===== config.mk =====
export PLATFORM = sky130hd
export DESIGN_NAME = phold_lp_engine
export DESIGN_NICKNAME = d
export VERILOG_FILES = /design/src/rtl/phold_pkg.sv /design/src/rtl/phold_lvt_table.sv /design/src/rtl/phold_lp_engine.sv
export SDC_FILE = /design/constraint.sdc
export NUM_CORES = 1
export LEC_CHECK = 0
export CORE_MARGIN = 2
export CORE_UTILIZATION = 45
export DETAILED_ROUTE_END_ITERATION = 7
export PLACE_DENSITY = 0.65
export SLEW_MARGIN = 20
export SYNTH_ARGS = -nofsm -noshare
export SYNTH_HDL_FRONTEND = slang
export SYNTH_HIERARCHICAL = 1
export SYNTH_SLANG_ARGS = --single-unit

===== constraint.sdc =====
create_clock -name clk -period 5.5 [get_ports clk]
set_clock_uncertainty 0.1 [all_clocks]
set_input_delay 1.1 -clock clk [delete_from_list [all_inputs] [get_ports clk]]
set_output_delay 1.1 -clock clk [all_outputs]
set_load 0.05 [all_outputs]

===== src/rtl/phold_pkg.sv =====
// phold_pkg: shared types, widths and PRNG field positions for the PHOLD LP engine.
package phold_pkg;
    localparam int NUM_LP  = 8;
    localparam int TIME_W  = 13;
    localparam int LP_ID_W = $clog2(NUM_LP);
    localparam int GVT_W   = 14;
    localparam int OUT_W   = 16;
    localparam int RND_W   = 8;
    localparam int INC_MSB = 7;
    localparam int INC_LSB = 3;
    localparam int TGT_MSB = 2;
    localparam int TGT_LSB = 0;

    typedef enum logic [1:0] {IDLE, PROCESS, SEND} state_t;

    // Increment is 1..32, added at output width so 8191 + 32 does not wrap.
    function automatic logic [OUT_W-1:0] next_time(input logic [TIME_W-1:0] t,
                                                   input logic [RND_W-1:0] r);
        return OUT_W'(t) + OUT_W'(r[INC_MSB:INC_LSB]) + OUT_W'(1);
    endfunction
endpackage


===== src/rtl/phold_lvt_table.sv =====
// phold_lvt_table: per-LP local virtual time registers, one write port, one async read port, async clear.
module phold_lvt_table
    import phold_pkg::*;
(
    input  logic               clk,
    input  logic               rst_n,
    input  logic               we,
    input  logic [LP_ID_W-1:0] waddr,
    input  logic [TIME_W-1:0]  wdata,
    input  logic [LP_ID_W-1:0] raddr,
    output logic [TIME_W-1:0]  rdata
);
    logic [TIME_W-1:0] lvt [NUM_LP];

    always_ff @(posedge clk or negedge rst_n) begin
        if (!rst_n) begin
            for (int i = 0; i < NUM_LP; i++) lvt[i] <= '0;
        end else if (we) begin
            lvt[waddr] <= wdata;
        end
    end

    assign rdata = lvt[raddr];
endmodule


===== src/rtl/phold_lp_engine.sv =====
// phold_lp_engine: accepts a dispatched event, waits PROC_DELAY cycles, emits one future event, tracks LVT causality.
// Optional PHOLD_LP_STATS_EN adds events_processed and causality_cnt counters.
module phold_lp_engine
    import phold_pkg::*;
#(
    parameter int PROC_DELAY = 4
) (
    input  logic               clk,
    input  logic               rst_n,
    input  logic               event_valid,
    input  logic [LP_ID_W-1:0] event_id,
    input  logic [TIME_W-1:0]  event_time,
    input  logic [GVT_W-1:0]   global_time,
    input  logic [RND_W-1:0]   random_in,
    input  logic               ack,
    output logic               ready,
    output logic               new_event_ready,
    output logic [OUT_W-1:0]   new_event_time,
    output logic [LP_ID_W-1:0] new_event_target,
    output logic               causality_err
`ifdef PHOLD_LP_STATS_EN
    ,
    output logic [15:0]        events_processed,
    output logic [7:0]         causality_cnt
`endif
);
    state_t             state, state_nx;
    logic [3:0]         cnt;
    logic [TIME_W-1:0]  ev_time;
    logic [RND_W-1:0]   rnd;
    logic [TIME_W-1:0]  lvt_rd;
    logic               accept, violation, done, unused_gvt_msb;

    assign ready           = state == IDLE;
    assign new_event_ready = state == SEND;
    assign accept          = ready && event_valid;
    assign done            = state == PROCESS && cnt == '0;
    assign violation       = event_time < lvt_rd || event_time < global_time[TIME_W-1:0];
    assign unused_gvt_msb  = ^global_time[GVT_W-1:TIME_W];

    phold_lvt_table u_lvt (
        .clk   (clk),
        .rst_n (rst_n),
        .we    (accept),
        .waddr (event_id),
        .wdata (event_time),
        .raddr (event_id),
        .rdata (lvt_rd)
    );

    always_ff @(posedge clk or negedge rst_n) begin
        if (!rst_n) state <= IDLE;
        else        state <= state_nx;
    end

    always_comb begin
        state_nx = state;
        unique case (state)
            IDLE:    state_nx = event_valid ? PROCESS : IDLE;
            PROCESS: state_nx = cnt == '0 ? SEND : PROCESS;
            SEND:    state_nx = ack ? IDLE : SEND;
            default: state_nx = IDLE;
        endcase
    end

    always_ff @(posedge clk or negedge rst_n) begin
        if (!rst_n) begin
            cnt              <= '0;
            ev_time          <= '0;
            rnd              <= '0;
            new_event_time   <= '0;
            new_event_target <= '0;
            causality_err    <= 1'b0;
        end else begin
            if (accept) begin
                cnt     <= 4'(PROC_DELAY - 1);
                ev_time <= event_time;
                rnd     <= random_in;
                if (violation) causality_err <= 1'b1;
            end else if (state == PROCESS && cnt != '0) begin
                cnt <= cnt - 4'd1;
            end
            if (done) begin
                new_event_time   <= next_time(ev_time, rnd);
                new_event_target <= rnd[TGT_MSB:TGT_LSB];
            end
        end
    end

`ifdef PHOLD_LP_STATS_EN
    always_ff @(posedge clk or negedge rst_n) begin
        if (!rst_n) begin
            events_processed <= '0;
            causality_cnt    <= '0;
        end else begin
            if (new_event_ready && ack) events_processed <= events_processed + 16'd1;
            if (accept && violation && causality_cnt != 8'hFF) causality_cnt <= causality_cnt + 8'd1;
        end
    end
`endif
endmodule


==> results of run 1 <==
-- cell usage after synthesis, types with 3 or more instances --
master	instances
a211oi_1	4
a21oi_1	11
and4bb_2	3
buf_2	9
buf_4	3
buf_6	4
clkbuf_1	8
dfrtp_1	149
ha_1	30
inv_1	33
mux2_2	120
mux4_1	24
nand2_1	82
nand3_1	3
nand4_1	6
nand4b_1	3
nor2_1	9
nor2b_1	4
nor3_1	3
o21a_1	3
o21ai_0	27
xnor2_1	10
-- path summary, 6_finish.rpt --
kind,startpoint,end,slack [ns],cells after the start
max in group asynchronous,rst_n,u_lvt/lvt[30],3.46,2
min,rnd[1],rnd[1],0.37,2
min reg2reg,rnd[1],rnd[1],0.37,2
max reg2reg,state[1],u_lvt/lvt[95],2.45,8
min in group asynchronous,rst_n,rnd[2],0.71,1
max,event_id[0],causality_err,1.53,9
-- critical path, cell delays in order --
cell	delay [ns]
clkdlybuf4s50_1	0.89
buf_4	0.38
mux4_1	0.59
mux2_2	0.27
inv_1	0.06
ha_1	0.15
nand4_1	0.13
a2111oi_0	0.43
o22ai_1	0.14
-- per-layer routing --
layer | global-route usage | wire length, um | part of all wire
met5 | 0 | 0 | 0
met4 | 0.0585 | 195 | 0.013
met3 | 0.0418 | 563 | 0.036
met2 | 0.313 | 7690 | 0.49
met1 | 0.240 | 7120 | 0.46
-- flip-flops by register name, indices dropped and copies added, names as in the netlist --
name / count
state: 2
cnt: 4
new_event_time: 14
rnd: 8
causality_err: 1
u_lvt/lvt: 104
ev_time: 13
new_event_target: 3
-- metrics by stage --
| stage | area, um2 | cells | hold WS (ns) |
|---|---|---|---|
| after floorplan | 7450 | 579 | 0.342 |
| after global placement | 8270 | 845 | 0.353 |
| after detailed placement | 8270 | 845 | 0.363 |
| after CTS | 8870 | 877 | 0.378 |
| after global routing | 8890 | 878 | 0.404 |
| final | 8890 | 878 | 0.374 |
-- cell type report --
class,count,area [um2]
Clock buffer,20,457
Timing Repair Buffer,72,696
Tap cell,220,275
Inverter,34,128
Fill cell,1358,7520
Sequential cell,149,3730
Multi-Input combinational cell,371,3450
Clock inverter,12,153
-- power by group through the flow --
stage               clock (W)  combinational (W)  sequential, W
finish                0.00118            0.00163        0.00187
global route          0.00125            0.00180        0.00194
CTS                   0.00121            0.00164        0.00187
detailed placement          0            0.00163        0.00189
global placement            0            0.00158        0.00185
floorplan                   0            0.00109        0.00198
-- logic make-up after synthesis --
| group | synth area share |
|---|---|
| compound gates | 0.0443 |
| fa+ha+maj | 0.0531 |
| mux | 0.272 |
| simple gates | 0.0784 |
| xor+xnor | 0.0141 |
| flops | 0.501 |
| other cells | 0.000503 |
| buf+inv | 0.0369 |
==> flow_summary_export.csv, run 1 <==
group,metric,value,unit
power,total_power,0.00468,W
floorplan,initial_core_util,0.454,
clocking,cts_root_buf,"clkbuf_16",
finish,final_common_cell,"dfrtp_1",
placement,portBuffers,60,
timing,worstMarginPinSlew,0.989,ns
floorplan,core,16400,um2
logic_synthesis,synth_area_leaders,"dfrtp_1 50%, mux2_2 18%, mux4_1 8.5%",
timing,finalSetupTns,0,ns
clocking,cts_resized,0,
timing,slew_viol_final,0,
finish,diodes,0,
clocking,cts_tree,"built",
setup_path,cp.arrival,4.15,ns
route,drc,0,
setup_path,cp-end-kind,"register",
floorplan,num_io_pins,64,
logic_synthesis,synth_top_area_cell,"dfrtp_1",
clocking,postCtsSetupBuffers,0,
clocking,clk_path_buf_depth,2,
logic_synthesis,ys.flop_type,"dfrtp_1",
power,max-vdd-ir-drop,249,uV
finish,final_util,0.542,
logic_synthesis,synth_seq_cells,149,
logic_synthesis,async_flop_share,1.00,
power,leakage,4.06,nW
route,finalWirelength,15600,um
placement,gp_congestion,0.846,
clocking,cts_buffers,17,
global_route,grt-ovfl-total,0,
timing,period_needed,3.97,ns
route,drtPass1Iterations,4,
power,seq_power_share,0.400,
clocking,cts.sinks,149,
placement,hpwl,10500,um
worst_hold_path,min_path_type,"register to register",
logic_synthesis,synth_edf_count,0,
floorplan,die_x,133,um
finish,nets,718,
global_route,grt_usage,0.186,
route,drt_iter0_drc,204,
global_route,grt_pass1_wl,25100,um
timing,hold_viol_final,0,
logic_synthesis,synth_warnings,6,
logic_synthesis,yosysSeqAreaShare,0.501,
status,run_status,"completed",
timing,max_freq,0.252,GHz
setup_path,cp_max_fo,16,
logic_synthesis,synth_area,7450,um2
logic_synthesis,syn_avg_cell_area,12.9,um2
power,p_sw,0.00149,W
power,pwr-share-clk,0.252,
placement,place_ws,1.08,ns
route,viasPerCell,5.37,
finish,area_growth,19.3,%
route,via_count,4713,
logic_synthesis,yosys.area.top_type_share,0.501,
global_route,grt_start_max_net_pins,109,
timing,fin_crit_sh,0.722,
floorplan,die_h,133,um
timing,relSlewSlack,0.339,
clocking,path_clk_slew,0.06,ns
timing,setup_viol,0,
finish,drive_above_1_share,0.258,
clocking,h-tree-depth,4,
power,p_comb_frac,0.348,
setup_path,required,5.68,ns
floorplan,die-area,17600,um2
logic_synthesis,synthCells,578,
timing,fin_ws,1.53,ns
route,ant_nets,0,
global_route,first_global_vias,4791,
route,wl_per_cell,17.7,um
power,p_per_area,526,nW/um2
logic_synthesis,ys_types,45,
setup_path,cp-start-kind,"input port",
power,sw_frac_of_total,0.318,
timing,rsz0062_at_grt,"no",
floorplan,rows,47,
clocking,clk_latency,0.42,ns
setup_path,worstSetupPathType,"input port to register",
clocking,ctsHoldBuffers,0,
global_route,antenna_found_initial,0,
finish,final_cell_mix,"149 x dfrtp_1, 120 x mux2_2, 82 x nand2_1, 59 x clkdlybuf4s50_1, 33 x inv_1",
power,p_int,0.00319,W
run,max_cap_violations,0,
Note: power is estimated with default switching activity, not from simulation.
==> run 2, diff against run 1 <==
- PLACE_DENSITY: 0.65 -> 0.67
- clock period: 5.5 -> 3.65 ns (I/O delays scaled with it)
==> flow_summary_export.csv, run 2 (synthesized netlist as in run 1, its figures left out) <==
group,metric,value,unit
route,via_count,4735,
floorplan,die_x,133,um
setup_path,rr_startpoint,"u_lvt/lvt[80]",
floorplan,rows,47,
power,leakage,4.14,nW
global_route,first_global_vias,4997,
global_route,grt_usage,0.190,
global_route,grt_start_max_net_pins,63,
finish,largest_register_ffs,104,
placement,placed_cells,857,
finish,diodes,0,
floorplan,initial_core_util,0.454,
clocking,cts_buffers,17,
route,drc,0,
run,max_cap_violations,0,
route,viasPerCell,5.33,
finish,reg_top3,"u_lvt/lvt x104, new_event_time x14, ev_time x13",
floorplan,die_h,133,um
timing,hold_viol_final,0,
timing,rsz0062_at_grt,"no",
clocking,path_clk_slew,0.06,ns
global_route,grt_pass1_wl,25800,um
setup_path,worstSetupPathType,"input port to register",
power,max-vdd-ir-drop,457,uV
placement,dpl_cell_area,8390,um2
finish,design_area,9030,um2
timing,max_freq,0.292,GHz
status,run_status,"completed",
setup_path,cp-end-kind,"register",
finish,fill_cells,1342,
clocking,cts.sinks,149,
timing,relSlewSlack,0.531,
clocking,cts_root_buf,"clkbuf_16",
timing,worstMarginPinSlew,0.698,ns
floorplan,core,16400,um2
power,p_per_area,795,nW/um2
placement,hpwl,10800,um
setup_path,r2r-end,"causality_err",
finish,final_cells,888,
placement,gp_congestion,0.809,
setup_path,cp-start-kind,"input port",
clocking,h-tree-depth,4,
setup_path,worst_r2r_path_depth,9,
finish,final_common_cell,"dfrtp_1",
route,ant_nets,0,
setup_path,required,3.83,ns
global_route,antenna_found_initial,0,
route,drt_iter0_drc,157,
timing,slew_viol_final,0,
clocking,postCtsSetupBuffers,0,
global_route,grt-ovfl-total,0,
finish,top_register,"u_lvt/lvt",
route,finalWirelength,15800,um
finish,area_growth,21.3,%
route,drtPass1Iterations,5,
timing,setup_viol,0,
setup_path,cp.arrival,3.60,ns
setup_path,reg2reg_setup_slack,0.85,ns
route,wl_per_cell,17.8,um
timing,period_needed,3.42,ns
floorplan,die-area,17600,um2
finish,nets,729,
timing,finalSetupTns,0,ns
placement,portBuffers,60,
floorplan,num_io_pins,64,
clocking,cts_tree,"built",
clocking,clk_path_buf_depth,2,
finish,final_cell_mix,"149 x dfrtp_1, 120 x mux2_2, 82 x nand2_1, 59 x clkdlybuf4s50_1, 33 x inv_1",
clocking,ctsHoldBuffers,0,
worst_hold_path,min_path_type,"input port to async pin",
timing,fin_crit_sh,0.938,
clocking,clk_latency,0.42,ns
clocking,cts_resized,0,
finish,drive_above_1_share,0.271,
setup_path,cp_max_fo,4,
==> run 2: how the worst max path moves through the flow <==
stage               cells past startpoint             to        start
finish                                 11  causality_err  event_id[0]
CTS                                    11  causality_err  event_id[0]
global route                           11  causality_err  event_id[0]
detailed placement                     11  causality_err  event_id[0]
global placement                       11  causality_err  event_id[0]
floorplan                              11  causality_err  event_id[0]
==> run 2: area by class of cell <==
cell class | count | area, um2 | area share
repair buffers | 83 | 812 | 0.0899
clock inverters | 9 | 148 | 0.0163
multi-input cells | 371 | 3450 | 0.382
clock buffers | 22 | 494 | 0.0547
flip-flops and latches | 149 | 3730 | 0.413
well taps | 220 | 275 | 0.0305
inverters | 34 | 128 | 0.0141
==> run 2: metal layers <==
metal,vias to the layer above,wire length [um],track usage
met2,79,7910,0.320
li1,2234,-,-
met3,11,623,0.0414
met5,-,0,0
met4,0,199,0.0585
met1,2411,7090,0.248
==> run 2: power breakdown <==
| group | internal, W | switching (W) | total [W] |
|---|---|---|---|
| Combinational | 0.00128 | 0.00120 | 0.00248 |
| Sequential | 0.00243 | 0.000399 | 0.00283 |
| Clock | 0.00123 | 0.000642 | 0.00187 |
| Total | 0.00494 | 0.00224 | 0.00718 |
==> run 2: stage by stage <==
stage	setup slack (ns)	hold slack (ns)	power, W	utilization
finish	0.227	0.190	0.00718	0.551
detailed placement	-0.239	0.369	0.00535	0.512
global placement	-0.120	0.354	0.00518	0.512
global route	0.0561	0.223	0.00764	0.551
CTS	0.193	0.200	0.00725	0.551
floorplan	0.735	0.334	0.00462	-
==> run 2: critical path, stage by stage <==
cell	delay [ns]
clkdlybuf4s50_1	0.48
buf_4	0.16
mux4_1	0.57
mux2_2	0.27
inv_1	0.06
ha_1	0.14
nand2_1	0.05
o21ai_0	0.36
nand3_1	0.15
a2111oi_0	0.47
o22ai_1	0.16
